[src/rtl/fifo_pkg.sv]
// fifo_pkg: shared definitions for the async FIFO read-side stream logic.
//   STREAM_BUF_DEPTH : entries in the read-side prefetch buffer.
//   STREAM_PTR_W     : width of the prefetch buffer head/tail/count.
//   ptr_wrap_inc()   : head/tail increment that wraps 2 -> 0.
package fifo_pkg;

   localparam int STREAM_BUF_DEPTH = 3;
   localparam int STREAM_PTR_W     = 2;

   // Pointer advance for a buffer whose depth is not a power of two.
   function automatic logic [STREAM_PTR_W-1:0] ptr_wrap_inc(input logic [STREAM_PTR_W-1:0] p);
      if (p == STREAM_PTR_W'(STREAM_BUF_DEPTH - 1)) begin
         return '0;
      end
      return p + 1'b1;
   endfunction

endpackage

[src/rtl/stream_prefetch_buf.sv]
// stream_prefetch_buf: 3-entry circular buffer feeding a valid/ready stream.
//   clk, rst_n  : clock, asynchronous active-low reset
//   push        : write push_data into the tail entry this edge
//   push_data   : word to store
//   ready       : downstream ready; a pop happens on valid && ready
//   valid       : buffer holds at least one word (registered state)
//   data        : word at the head entry (registered state)
//   count       : number of words held (0..3)
module stream_prefetch_buf
   import fifo_pkg::*;
#(
   parameter int DATA_WIDTH = 8
) (
   input  logic                    clk,
   input  logic                    rst_n,
   input  logic                    push,
   input  logic [DATA_WIDTH-1:0]   push_data,
   input  logic                    ready,
   output logic                    valid,
   output logic [DATA_WIDTH-1:0]   data,
   output logic [STREAM_PTR_W-1:0] count
);

   logic [DATA_WIDTH-1:0]   mem [STREAM_BUF_DEPTH];
   logic [STREAM_PTR_W-1:0] head;
   logic [STREAM_PTR_W-1:0] tail;
   logic                    pop;

   assign valid = (count != '0);
   assign data  = mem[head];
   assign pop   = valid && ready;

   // Storage is reset too so that data reads as zero out of reset.
   always_ff @(posedge clk or negedge rst_n) begin
      if (!rst_n) begin
         for (int i = 0; i < STREAM_BUF_DEPTH; i++) begin
            mem[i] <= '0;
         end
         head  <= '0;
         tail  <= '0;
         count <= '0;
      end else begin
         if (push) begin
            mem[tail] <= push_data;
            tail      <= ptr_wrap_inc(tail);
         end
         if (pop) begin
            head <= ptr_wrap_inc(head);
         end
         unique case ({push, pop})
            2'b10:   count <= count + 1'b1;
            2'b01:   count <= count - 1'b1;
            default: count <= count;
         endcase
      end
   end

   // The upstream issue rule keeps count + inflight <= 3, so a full buffer
   // can never receive a push.
   a_no_overflow : assert property (@(posedge clk) disable iff (!rst_n)
      push |-> (count != STREAM_PTR_W'(STREAM_BUF_DEPTH)));

endmodule

[src/rtl/fifo_stream_reader.sv]
// fifo_stream_reader: read-side consumer of the async FIFO (read clock domain).
// Turns the FIFO's registered-read interface into a valid/ready stream with a
// 3-entry prefetch buffer; one word per cycle, and m_ready never reaches
// fifo_r_en combinationally.
//   clk, rst_n  : read clock / asynchronous active-low reset (FIFO r_clk, r_rst_n)
//   fifo_empty  : FIFO empty flag
//   fifo_data   : FIFO data_out, valid the cycle after an accepted read
//   fifo_r_en   : read request to the FIFO
//   m_valid, m_ready, m_data : output stream
//   xfer_count  : completed-transfer count; live only when FIFO_RD_COUNT_EN
//                 is defined, otherwise tied to zero.
//
// Stream handshake: a word transfers on every clk edge where m_valid && m_ready.
// Once m_valid is high, it and m_data stay unchanged until that transfer.
module fifo_stream_reader
   import fifo_pkg::*;
#(
   parameter int DATA_WIDTH = 8,
   parameter int CNT_WIDTH  = 16
) (
   input  logic                  clk,
   input  logic                  rst_n,
   input  logic                  fifo_empty,
   input  logic [DATA_WIDTH-1:0] fifo_data,
   output logic                  fifo_r_en,
   output logic                  m_valid,
   input  logic                  m_ready,
   output logic [DATA_WIDTH-1:0] m_data,
   output logic [CNT_WIDTH-1:0]  xfer_count
);

   logic                    inflight;
   logic [STREAM_PTR_W-1:0] buf_count;
   logic [2:0]              outstanding;

   // Words held plus the one possibly on its way; issuing only below the
   // buffer depth guarantees every returning word has a free slot.
   assign outstanding = {1'b0, buf_count} + {2'b00, inflight};
   assign fifo_r_en   = rst_n && !fifo_empty && (outstanding < 3'(STREAM_BUF_DEPTH));

   // fifo_r_en already excludes the empty case, so it equals an accepted read.
   always_ff @(posedge clk or negedge rst_n) begin
      if (!rst_n) begin
         inflight <= 1'b0;
      end else begin
         inflight <= fifo_r_en;
      end
   end

   stream_prefetch_buf #(
      .DATA_WIDTH (DATA_WIDTH)
   ) u_buf (
      .clk       (clk),
      .rst_n     (rst_n),
      .push      (inflight),
      .push_data (fifo_data),
      .ready     (m_ready),
      .valid     (m_valid),
      .data      (m_data),
      .count     (buf_count)
   );

`ifdef FIFO_RD_COUNT_EN
   logic pop_fire;
   assign pop_fire = m_valid && m_ready;

   always_ff @(posedge clk or negedge rst_n) begin
      if (!rst_n) begin
         xfer_count <= '0;
      end else if (pop_fire) begin
         xfer_count <= xfer_count + 1'b1;
      end
   end
`else
   assign xfer_count = '0;
`endif

endmodule

[config.mk]
export PLATFORM = sky130hd
export DESIGN_NAME = fifo_stream_reader
export DESIGN_NICKNAME = d
export VERILOG_FILES = /design/src/rtl/fifo_pkg.sv /design/src/rtl/stream_prefetch_buf.sv /design/src/rtl/fifo_stream_reader.sv
export SDC_FILE = /design/constraint.sdc
export NUM_CORES = 1
export LEC_CHECK = 0
export CORE_MARGIN = 3
export CORE_UTILIZATION = 48
export DETAILED_ROUTE_END_ITERATION = 12
export PLACE_DENSITY = 0.78
export REMOVE_ABC_BUFFERS = 1
export SLEW_MARGIN = 20
export SYNTH_ARGS = -nofsm -noshare
export SYNTH_HDL_FRONTEND = slang
export SYNTH_SLANG_ARGS = --single-unit
[constraint.sdc]
create_clock -name clk -period 1.7 [get_ports clk]
set_input_delay 0.17 -clock clk [delete_from_list [all_inputs] [get_ports clk]]
set_output_delay 0.17 -clock clk [all_outputs]
set_load 0.02 [all_outputs]
==> results of run 1 <==
-- logic make-up after synthesis --
kind of cell	count (synthesis)	share of synthesized area, %
fa+ha+maj	3	2.44
simple gates	15	4.71
other cells	1	0.243
xor+xnor	3	1.71
buf+inv	24	10.3
mux	33	25.4
flops	31	50.4
compound gates	13	4.79
-- state kept, by name, indices dropped and copies added, names as in the netlist --
register and count:
u_buf.count 2, u_buf.mem 24, inflight 1, u_buf.tail 2, u_buf.head 2
-- final cells by class --
| type | instances | area (µm²) | share of cell area [%] |
|---|---|---|---|
| Multi-Input combinational cell | 83 | 706 | 37.4 |
| Clock buffer | 6 | 51.3 | 2.72 |
| Clock inverter | 1 | 5.00 | 0.265 |
| Inverter | 4 | 15.0 | 0.795 |
| Timing Repair Buffer | 35 | 284 | 15.0 |
| Sequential cell | 31 | 776 | 41.1 |
| Tap cell | 42 | 52.6 | 2.78 |
-- power breakdown --
group | leakage, nW | internal [W] | switching, W
Combinational | 0.495 | 0.000905 | 0.000828
Sequential | 0.369 | 0.00111 | 0.000212
Clock | 0.0341 | 0.000191 | 0.000230
-- through the flow --
stage / std cells / setup slack [ps] / instance area (µm²) / hold slack [ps] / setup TNS, ps
final: 202 / -169 / 1890 / 321 / -169
after global routing: 202 / -264 / 1890 / 349 / -264
after CTS: 202 / -191 / 1930 / 318 / -191
after detailed placement: 195 / -491 / 1830 / 494 / -491
after global placement: 195 / -470 / 1830 / 487 / -470
after floorplan: 118 / -635 / 1450 / -126 / -1190
-- worst max-delay path by stage --
stage / from / endpoint / slack (ps) / cells past startpoint
after global placement: inflight / fifo_r_en / -470 / 5
after detailed placement: inflight / fifo_r_en / -490 / 5
after CTS: u_buf.count[0] / fifo_r_en / -190 / 5
after global routing: inflight / fifo_r_en / -260 / 5
final: u_buf.count[0] / fifo_r_en / -170 / 5
after floorplan: u_buf.count[0] / inflight / -640 / 3
-- timing repair --
item | in CTS | in global routing
setup endpoints to repair | 10 | 11
endpoints found under the hold margin | 0 | 0
cloned | 0 | 0
gates resized for setup | 36 | 16
pin swaps | 3 | 0
-- worst max-delay path, stage by stage (launching register included) --
cell and delay (ps):
sky130_fd_sc_hd__dfrtp_1 410, sky130_fd_sc_hd__ha_4 180, sky130_fd_sc_hd__ha_4 240, sky130_fd_sc_hd__a2111oi_4 280
sky130_fd_sc_hd__buf_4 160, sky130_fd_sc_hd__buf_6 110
-- routing by layer --
layer,vias to the layer above,GRT usage [%],share of wire (%),wire [µm]
met1,473,18.6,44,1250
li1,465,-,-,-
met3,2,7.19,6.5,184
met4,0,4.96,0.46,13
met5,-,0,0,0
met2,37,27.2,49,1370
-- layout by cell type, fill, tap and decap left out, types with 2 or more instances in the layout --
master                             n
sky130_fd_sc_hd__clkdlybuf4s50_1  11
sky130_fd_sc_hd__mux2_2           17
sky130_fd_sc_hd__buf_2             4
sky130_fd_sc_hd__xnor2_1           2
sky130_fd_sc_hd__clkbuf_4          5
sky130_fd_sc_hd__dfrtp_1          31
sky130_fd_sc_hd__clkbuf_2          5
sky130_fd_sc_hd__a21o_1            2
sky130_fd_sc_hd__mux2i_1           8
sky130_fd_sc_hd__ha_4              2
sky130_fd_sc_hd__buf_4            13
sky130_fd_sc_hd__conb_1           16
sky130_fd_sc_hd__mux2_4            8
sky130_fd_sc_hd__nand2_1           8
sky130_fd_sc_hd__o21ai_0           9
sky130_fd_sc_hd__inv_1             3
==> results.md, run 1 <==
- R2R Path End: u_buf.mem[6]
- Drt first pass iters: 4
- Total via count in the routed design: 977
- Number of pins exceeding their max-slew limit in the final report: 0
- Hold buffer count at cts: 0
- Weighted congestion reported at the end of routability-driven placement: 0.717
- Global-route total usage across every layer: 16.2%
- Critical path fanouts, max: 2
- Most frequent cells after synthesis: 31 x sky130_fd_sc_hd__dfrtp_1, 17 x sky130_fd_sc_hd__mux2_2, 16 x sky130_fd_sc_hd__buf_4
- Most used flip-flop cell after synthesis: sky130_fd_sc_hd__dfrtp_1
- TritonCTS Buffers: 5
- DRC violations left: 0
- R2R Setup Slk: 190 ps
- P_leak: 0.897 nW
- Clock tree from TritonCTS: built
- # Max-Cap Violations: 0
- Fraction of post-synthesis cell area in the top cell type by area: 50.4%
- Worst-Skew Late Latency: 320 ps
- Power per Cell Area: 1840 nW/µm²
- Area of the die: 3920 µm²
- Setup Crit Path Kind: flop to primary output
- Number of rows created at floorplan: 19
- Initial antenna violation count: 0
- Highest clock rate: 535 MHz
- Antenna fix cells: 0
- Number of enable-type register cells in the synthesized netlist: 0
- Leading cell type by number of instances after synthesis: sky130_fd_sc_hd__dfrtp_1
- Source of the worst register-to-register timing path: inflight
- Via-per-instance ratio: 4.84
- Data arrival time of the critical path: 1700 ps
- Sink count of the clock tree: 31
- Largest net degree at the start of global routing: 32
- Final total power: 0.00347 W
- Shortest clock period the worst path allows after layout: 1870 ps
- Worst ir drop on vdd: 0.980 mV
- HPWL reported at the end of detailed placement: 1.99 mm
- Final net count: 175
- DRC violation total after the first TritonRoute iteration: 20
- Status: finished, violations left
- Area of the mapped netlist: 1540 µm²
- Post-route ant nets: 0
- Global-route wire length before repair: 4.84 mm
- Clk slew on worst S/H paths: 90 ps
- Final WL: 2.82 mm
- Crit path capture type: primary output
- Post-layout utilization of the core: 65.1%
- Y dimension of the die: 62.6 µm
- Biggest area contributors in the synthesized netlist: sky130_fd_sc_hd__dfrtp_1 50%, sky130_fd_sc_hd__mux2_2 12%, sky130_fd_sc_hd__buf_4 7.8%, sky130_fd_sc_hd__mux2_4 7.8%, sky130_fd_sc_hd__mux2i_1 5.2%
- Violations in the final reports: negative setup slack
- Unrepaired setup endpoints after global routing: true
- Bufs on Longest Clock Path: 2
- Buffers inserted by post-CTS timing repair: 0
- Area of the core region: 2900 µm²
- Startpoint class of the critical path: flop
- Total number of H-tree levels: 2
- Cell type contributing the most total cell area after synthesis: sky130_fd_sc_hd__dfrtp_1
- Die outline width: 62.6 µm
- Ratio of cells with drive above 1 in the final layout: 38.8%
- Final period utilization: 110%
- Number of flip-flops and latches in the synthesized netlist: 31
- Seq/Total Area, Yosys: 50.4%
- Setup violators final: 1
- Worst-case reg-to-reg path depth: 5
- Synthesis warning total: 0
- Via count of the first global-routing pass: 1010
- Setup WS post-layout: -169 ps
- Port bufs: 21
- Required time at the endpoint of the critical path: 1530 ps
- Mean instance size in the synthesized netlist: 12.5 µm²
- IO Pins: 38
- Routed len/inst: 14.0 µm
- Post-synth ARST share: 100%
- GR Overflow Total: 0
- Worst min-delay path class: input pin to async pin
- Cell at the root of the clock tree: sky130_fd_sc_hd__clkbuf_4
- Distinct cell type count after synthesis: 26
- Synth-to-layout area growth: 22.7%
- Number of instances in the synthesized netlist: 123
- Final hold vios: 0
- Initial cell density of the core: 53.1%
- Filler cells: 249
- Final Skew: 3.62 ps
Note: power is estimated with default switching activity, not from simulation.
==> run 2, diff against run 1 <==
--- a/config.mk
+++ b/config.mk
@@ -9,7 +9,6 @@
 export CORE_UTILIZATION = 48
 export DETAILED_ROUTE_END_ITERATION = 12
 export PLACE_DENSITY = 0.78
-export REMOVE_ABC_BUFFERS = 1
 export SLEW_MARGIN = 20
 export SYNTH_ARGS = -nofsm -noshare
 export SYNTH_HDL_FRONTEND = slang
==> run 2 against run 1 <==
Against the previous run:
- the run still ends with negative setup slack left
- highest routed layer unchanged
- flip-flop and latch count did not move
- sequential share of layout area shrank 0.69 points
- clock skew about the same
- global-route usage rose by 0.13 points
- cell count is 1.5% higher
- via count grew 0.20%
- hold slack got worse by 12 ps
- setup slack better by 67 ps
==> results.md, run 2 (synthesis gave the netlist of run 1 again) <==
- Status: finished, violations left
- Violations in the final reports: negative setup slack
- Slowest library cell on the worst path: sky130_fd_sc_hd__dfrtp_1
- Clock tree from TritonCTS: built
- Shortest clock period the worst path allows after layout: 1800 ps (-66.6 ps)
- Via count of the first global-routing pass: 997 (-1.3%)
- Startpoint class of the critical path: flop
- Critical Path Max Stage Delay: 390 ps (-20 ps)
- Largest reg by FF count: u_buf.mem
- Required time at the endpoint of the critical path: 1530 ps (about the same)
- Area used by multi-input combinational logic: 702 µm² (-0.53%)
- Synth-to-layout area growth: 24.8%
- HPWL reported at the end of detailed placement: 2.12 mm (+6.3%)
- Setup WS post-layout: -102 ps (+66.6 ps)
- Final WL: 2.87 mm (+1.7%)
- Crit path capture type: primary output
- Power share of the combinational group: 48.3% (-1.6 points)
- Flip-flop count of the largest register, all copies and words added: 24 (unchanged)
- Setup violators final: 1 (unchanged)
- Sequential cell area: 776 µm² (unchanged)
- Final hold vios: 0 (unchanged)
- Unrepaired setup endpoints after global routing: true
- Internal power component: 0.00239 W (+8.6%)
- Number of pins exceeding their max-slew limit in the final report: 0 (unchanged)
- Sink count of the clock tree: 31 (unchanged)
- Filler cells: 242 (-2.8%)
- Worst min-delay path class: input pin to async pin
- Weighted congestion reported at the end of routability-driven placement: 0.719 (+0.31%)
- Y dimension of the die: 62.6 µm (unchanged)
- Cell at the root of the clock tree: sky130_fd_sc_hd__clkbuf_4
- Routed len/inst: 14.0 µm (+0.18%)
- Fraction of power consumed by the clock network: 16.2% (+4.1 points)
- Highest clock rate: 555 MHz (+3.7%)
- Antenna fix cells: 0 (unchanged)
- Cells along the critical path: ha_2 -> ha_4 -> a2111oi_4 -> buf_4
- Reported net switching power: 0.00132 W (+3.8%)
- IO Pins: 38 (unchanged)
- Initial cell density of the core: 53.1% (unchanged)
- Initial antenna violation count: 0 (unchanged)
- Post-placement setup slack: -367 ps (+124 ps)
- Clk slew on worst S/H paths: 100 ps (about the same)
- # Max-Cap Violations: 0 (unchanged)
- Data arrival time of the critical path: 1630 ps (-70 ps)
- Portion of total power attributed to sequential cells: 35.6% (-2.3 points)
- Critical path fanouts, max: 2 (unchanged)
- Area of the core region: 2900 µm² (unchanged)
- Final period utilization: 106% (-3.9 points)
- Worst-Skew Late Latency: 330 ps (about the same)
- Port bufs: 21 (unchanged)
- Setup Crit Path Kind: flop to primary output
- Total via count in the routed design: 979 (+0.20%)
- Final Skew: 3.32 ps (-0.303 ps)
- R2R Setup Slk: 120 ps (-70 ps)
- GR Overflow Total: 0 (unchanged)
- Drt first pass iters: 4 (unchanged)
- Final net count: 177 (+1.1%)
- Die outline width: 62.6 µm (unchanged)
- Worst ir drop on vdd: 1.03 mV (+5.0%)
- Commonest cells after routing, fill and taps aside: 31 x sky130_fd_sc_hd__dfrtp_1, 20 x sky130_fd_sc_hd__buf_4, 17 x sky130_fd_sc_hd__mux2_2
- TritonCTS Buffers: 5 (unchanged)
- Final total power: 0.00371 W (+6.9%)
- Most common cell after layout, fill and taps aside: sky130_fd_sc_hd__dfrtp_1
- P_leak: 0.918 nW (+2.3%)
- DRC violation total after the first TritonRoute iteration: 37 (+85%)
- Largest net degree at the start of global routing: 32 (unchanged)
- Area of the die: 3920 µm² (unchanged)
- Post-layout utilization of the core: 66.3% (+1.1 points)
- Post-route ant nets: 0 (unchanged)
- Total number of H-tree levels: 2 (unchanged)
- Net switching share of the total power: 35.6% (-1.0 points)
- DRC violations left: 0 (unchanged)
- Ratio of cells with drive above 1 in the final layout: 41.1% (+2.4 points)
- Bufs on Longest Clock Path: 2 (unchanged)
- Global-route wire length before repair: 4.85 mm (+0.29%)
- Global-route total usage across every layer: 16.4% (+0.13 points)
- Power per Cell Area: 1930 nW/µm² (+5.1%)
- Number of rows created at floorplan: 19 (unchanged)
- Via-per-instance ratio: 4.78 (-1.3%)
run 2: cell type report:
type / count / share of cell area [%]
Clock buffer: 6 / 2.67
Clock inverter: 2 / 1.82
Inverter: 4 / 0.781
Multi-Input combinational cell: 83 / 36.5
Sequential cell: 31 / 40.4
Tap cell: 42 / 2.73
Timing Repair Buffer: 37 / 15.1
run 2: power by group through the flow:
| stage | clock (W) | sequential (W) | combinational (W) |
|---|---|---|---|
| after floorplan | 0 | 0.00127 | 0.00119 |
| after global routing | 0.000669 | 0.00137 | 0.00195 |
| after global placement | 0 | 0.00129 | 0.00182 |
| after detailed placement | 0 | 0.00132 | 0.00188 |
| after CTS | 0.000615 | 0.00131 | 0.00183 |
| final | 0.000601 | 0.00132 | 0.00179 |
run 2: stage by stage:
step / area (µm²) / instances / hold WS [ps] / TNS [ps]
2_1_floorplan: 1620 / 138 / -126 / 0
3_3_place_gp: 1850 / 196 / 487 / -332
3_5_place_dp: 1850 / 196 / 494 / -389
4_1_cts: 1950 / 204 / 309 / -118
5_1_grt: 1920 / 205 / 313 / -201
6_report: 1920 / 205 / 309 / -102
run 2: layer usage:
| layer | share of wire [%] | track usage [%] | up-vias |
|---|---|---|---|
| met5 | 0 | 0 | - |
| met4 | 1.5 | 4.96 | 0 |
| met3 | 5.8 | 7.37 | 5 |
| met2 | 47 | 25.8 | 36 |
| met1 | 45 | 20.0 | 475 |
| li1 | - | - | 463 |
run 2: final timing paths:
path | cells past startpoint | from | end
hold / removal | 2 | rst_n | u_buf.mem[4]
setup / recovery | 4 | inflight | fifo_r_en
min in group clk | 2 | fifo_empty | inflight
setup reg to reg | 7 | u_buf.count[0] | u_buf.count[1]
max in group asynchronous | 2 | rst_n | u_buf.mem[5]
hold reg to reg | 1 | u_buf.mem[17] | u_buf.mem[17]
run 2: what timing repair did:
action | in CTS | in global routing
endpoints found under the setup margin | 10 | 10
gates resized for setup | 32 | 22
hold buffers | 0 | 0
pin swaps | 1 | 0
buffers inserted | 0 | 1
endpoints found under the hold margin | 0 | 0
run 2: critical path, delay by kind of cell, from the launching register on:
family | cells | cell delay (ps)
flops | 1 | 390
compound gates | 1 | 300
buf+inv | 1 | 200
fa+ha+maj | 2 | 420
==> run 3, diff against run 2 <==
--- a/config.mk
+++ b/config.mk
@@ -5,6 +5,7 @@
 export SDC_FILE = /design/constraint.sdc
 export NUM_CORES = 1
 export LEC_CHECK = 0
+export CORE_ASPECT_RATIO = 0.6
 export CORE_MARGIN = 3
 export CORE_UTILIZATION = 48
 export DETAILED_ROUTE_END_ITERATION = 12
==> run 3 against run 2 <==
Against the previous run:
- the run still ends with negative setup slack left
- register-to-register slack got worse by 60 ps
- sequential power about the same
- flip-flop and latch count stayed put
- critical path depth stayed put
- routed wire length grew 4.1%
- sequential share of layout area up 0.53 points
- total power fell by 2.3%
- cell count decreased by 2.0%
- combinational power shrank 3%
- fmax increased by 0.22%
- clock skew is 2.6 ps higher
- die area is 0.58% higher
- critical path type unchanged
==> results.md, run 3 (synthesis gave the netlist of run 1 again) <==
- Antenna fix cells: 0 (unchanged)
- Flip-flop count of the largest register, all copies and words added: 24 (unchanged)
- TritonCTS Buffers: 5 (unchanged)
- Bufs on Longest Clock Path: 2 (unchanged)
- Setup WS post-layout: -98.3 ps (+3.97 ps)
- IO Pins: 38 (unchanged)
- Worst ir drop on vdd: 0.918 mV (-11%)
- Highest clock rate: 556 MHz (+0.22%)
- Port bufs: 21 (unchanged)
- Status: finished, violations left
- Via count of the first global-routing pass: 1038 (+4.1%)
- Routed len/inst: 14.8 µm (+6.2%)
- Worst min-delay path class: input pin to async pin
- Number of rows created at floorplan: 15 (-4)
- Unrepaired setup endpoints after global routing: true
- Most common cell after layout, fill and taps aside: sky130_fd_sc_hd__dfrtp_1
- Post-route ant nets: 0 (unchanged)
- # Max-Cap Violations: 0 (unchanged)
- Number of pins exceeding their max-slew limit in the final report: 0 (unchanged)
- Clk slew on worst S/H paths: 70 ps (-30 ps)
- Crit path capture type: primary output
- R2R Setup Slk: 60 ps (-60 ps)
- Total number of H-tree levels: 2 (unchanged)
- Initial cell density of the core: 51.9% (-1.2 points)
- Cell at the root of the clock tree: sky130_fd_sc_hd__clkbuf_8
- Final period utilization: 106% (-0.23 points)
- Required time at the endpoint of the critical path: 1530 ps (about the same)
- DRC violation total after the first TritonRoute iteration: 42 (+14%)
- Total placed instance area: 1830 µm² (-0.81%)
- Largest net degree at the start of global routing: 32 (unchanged)
- Data arrival time of the critical path: 1630 ps (about the same)
- Final Skew: 5.89 ps (+2.57 ps)
- Design area: 1900 µm² (-1.3%)
- Shortest clock period the worst path allows after layout: 1800 ps (-3.97 ps)
- Clock tree from TritonCTS: built
- Weighted congestion reported at the end of routability-driven placement: 0.762 (+6.0%)
- Drt first pass iters: 4 (unchanged)
- Largest reg by FF count: u_buf.mem
- P_leak: 0.899 nW (-2.1%)
- Area of the core region: 2970 µm² (+2.2%)
- Worst-Skew Late Latency: 280 ps (-50 ps)
- Power per Cell Area: 1910 nW/µm² (-0.98%)
- Die outline width: 79.1 µm (+26%)
- Setup violators final: 1 (unchanged)
- Global-route total usage across every layer: 17.2% (+0.88 points)
- Sink count of the clock tree: 31 (unchanged)
- Post-placement setup slack: -436 ps (-69.0 ps)
- Area of the die: 3950 µm² (+0.58%)
- Final total power: 0.00363 W (-2.3%)
- HPWL reported at the end of detailed placement: 2.25 mm (+6.4%)
- GR Overflow Total: 0 (unchanged)
- Placed cell count: 194 (-1.0%)
- Final instance count without filler cells: 201 (-2.0%)
- Post-layout utilization of the core: 64.0% (-2.3 points)
- Global-route wire length before repair: 5.01 mm (+3.3%)
- Y dimension of the die: 49.9 µm (-20%)
- Final net count: 174 (-1.7%)
- Via-per-instance ratio: 4.90 (+2.6%)
- Startpoint class of the critical path: flop
- DRC violations left: 0 (unchanged)
- Synth-to-layout area growth: 23.2%
- Final hold vios: 0 (unchanged)
- Setup Crit Path Kind: flop to primary output
- Commonest cells after routing, fill and taps aside: 31 x sky130_fd_sc_hd__dfrtp_1, 17 x sky130_fd_sc_hd__mux2_2, 16 x sky130_fd_sc_hd__conb_1
- Final WL: 2.98 mm (+4.1%)
- Initial antenna violation count: 0 (unchanged)
- Critical path fanouts, max: 2 (unchanged)
- Violations in the final reports: negative setup slack
- Ratio of cells with drive above 1 in the final layout: 37.7% (-3.4 points)
- Total via count in the routed design: 985 (+0.61%)
[run 3: critical path, cell delays in order (launching register included)]
cell                        delay [ps]
sky130_fd_sc_hd__dfrtp_1           400
sky130_fd_sc_hd__ha_2              210
sky130_fd_sc_hd__ha_4              220
sky130_fd_sc_hd__a2111oi_4         320
sky130_fd_sc_hd__buf_4             200
[run 3: where the power goes]
part	total, W	internal [W]	switching (W)
clock network	0.000575	0.000317	0.000258
registers	0.00132	0.00111	0.000212
logic	0.00173	0.000879	0.000852
[run 3: timing repair]
item	in CTS	in global routing
buffers inserted	0	0
pin swaps	2	0
resized for setup	19	22
hold buffers	0	0
setup endpoints to repair	10	9
endpoints found under the hold margin	0	0
[run 3: worst paths after layout]
kind | end | depth (start not counted) | startpoint
setup / recovery | fifo_r_en | 4 | u_buf.count[0]
hold / removal | u_buf.mem[4] | 2 | rst_n
setup reg to reg | u_buf.count[1] | 7 | u_buf.count[0]
hold reg to reg | u_buf.mem[18] | 1 | u_buf.mem[18]
max in group asynchronous | u_buf.mem[5] | 2 | rst_n
min in group clk | u_buf.mem[18] | 1 | u_buf.mem[18]
[run 3: layer usage]
layer	routed length [µm]	track usage (%)	share of wire [%]
met5	0	0	0
met4	45	6.86	1.5
met3	184	5.11	6.2
met2	1440	27.9	48
met1	1310	21.6	44
[run 3: metrics by stage]
stage,TNS [ps],hold WS [ps]
2_1_floorplan,0,-126
3_3_place_gp,-327,487
3_5_place_dp,-441,497
4_1_cts,-118,329
5_1_grt,-160,366
6_report,-98.3,320
[run 3: layout make-up]
class | count | area (µm²)
multi-input cells | 83 | 696
flip-flops and latches | 31 | 776
inverters | 4 | 15.0
repair buffers | 34 | 270
fillers | 246 | 1070
clock buffers | 6 | 82.6
clock inverters | 1 | 5.00
well taps | 42 | 52.6
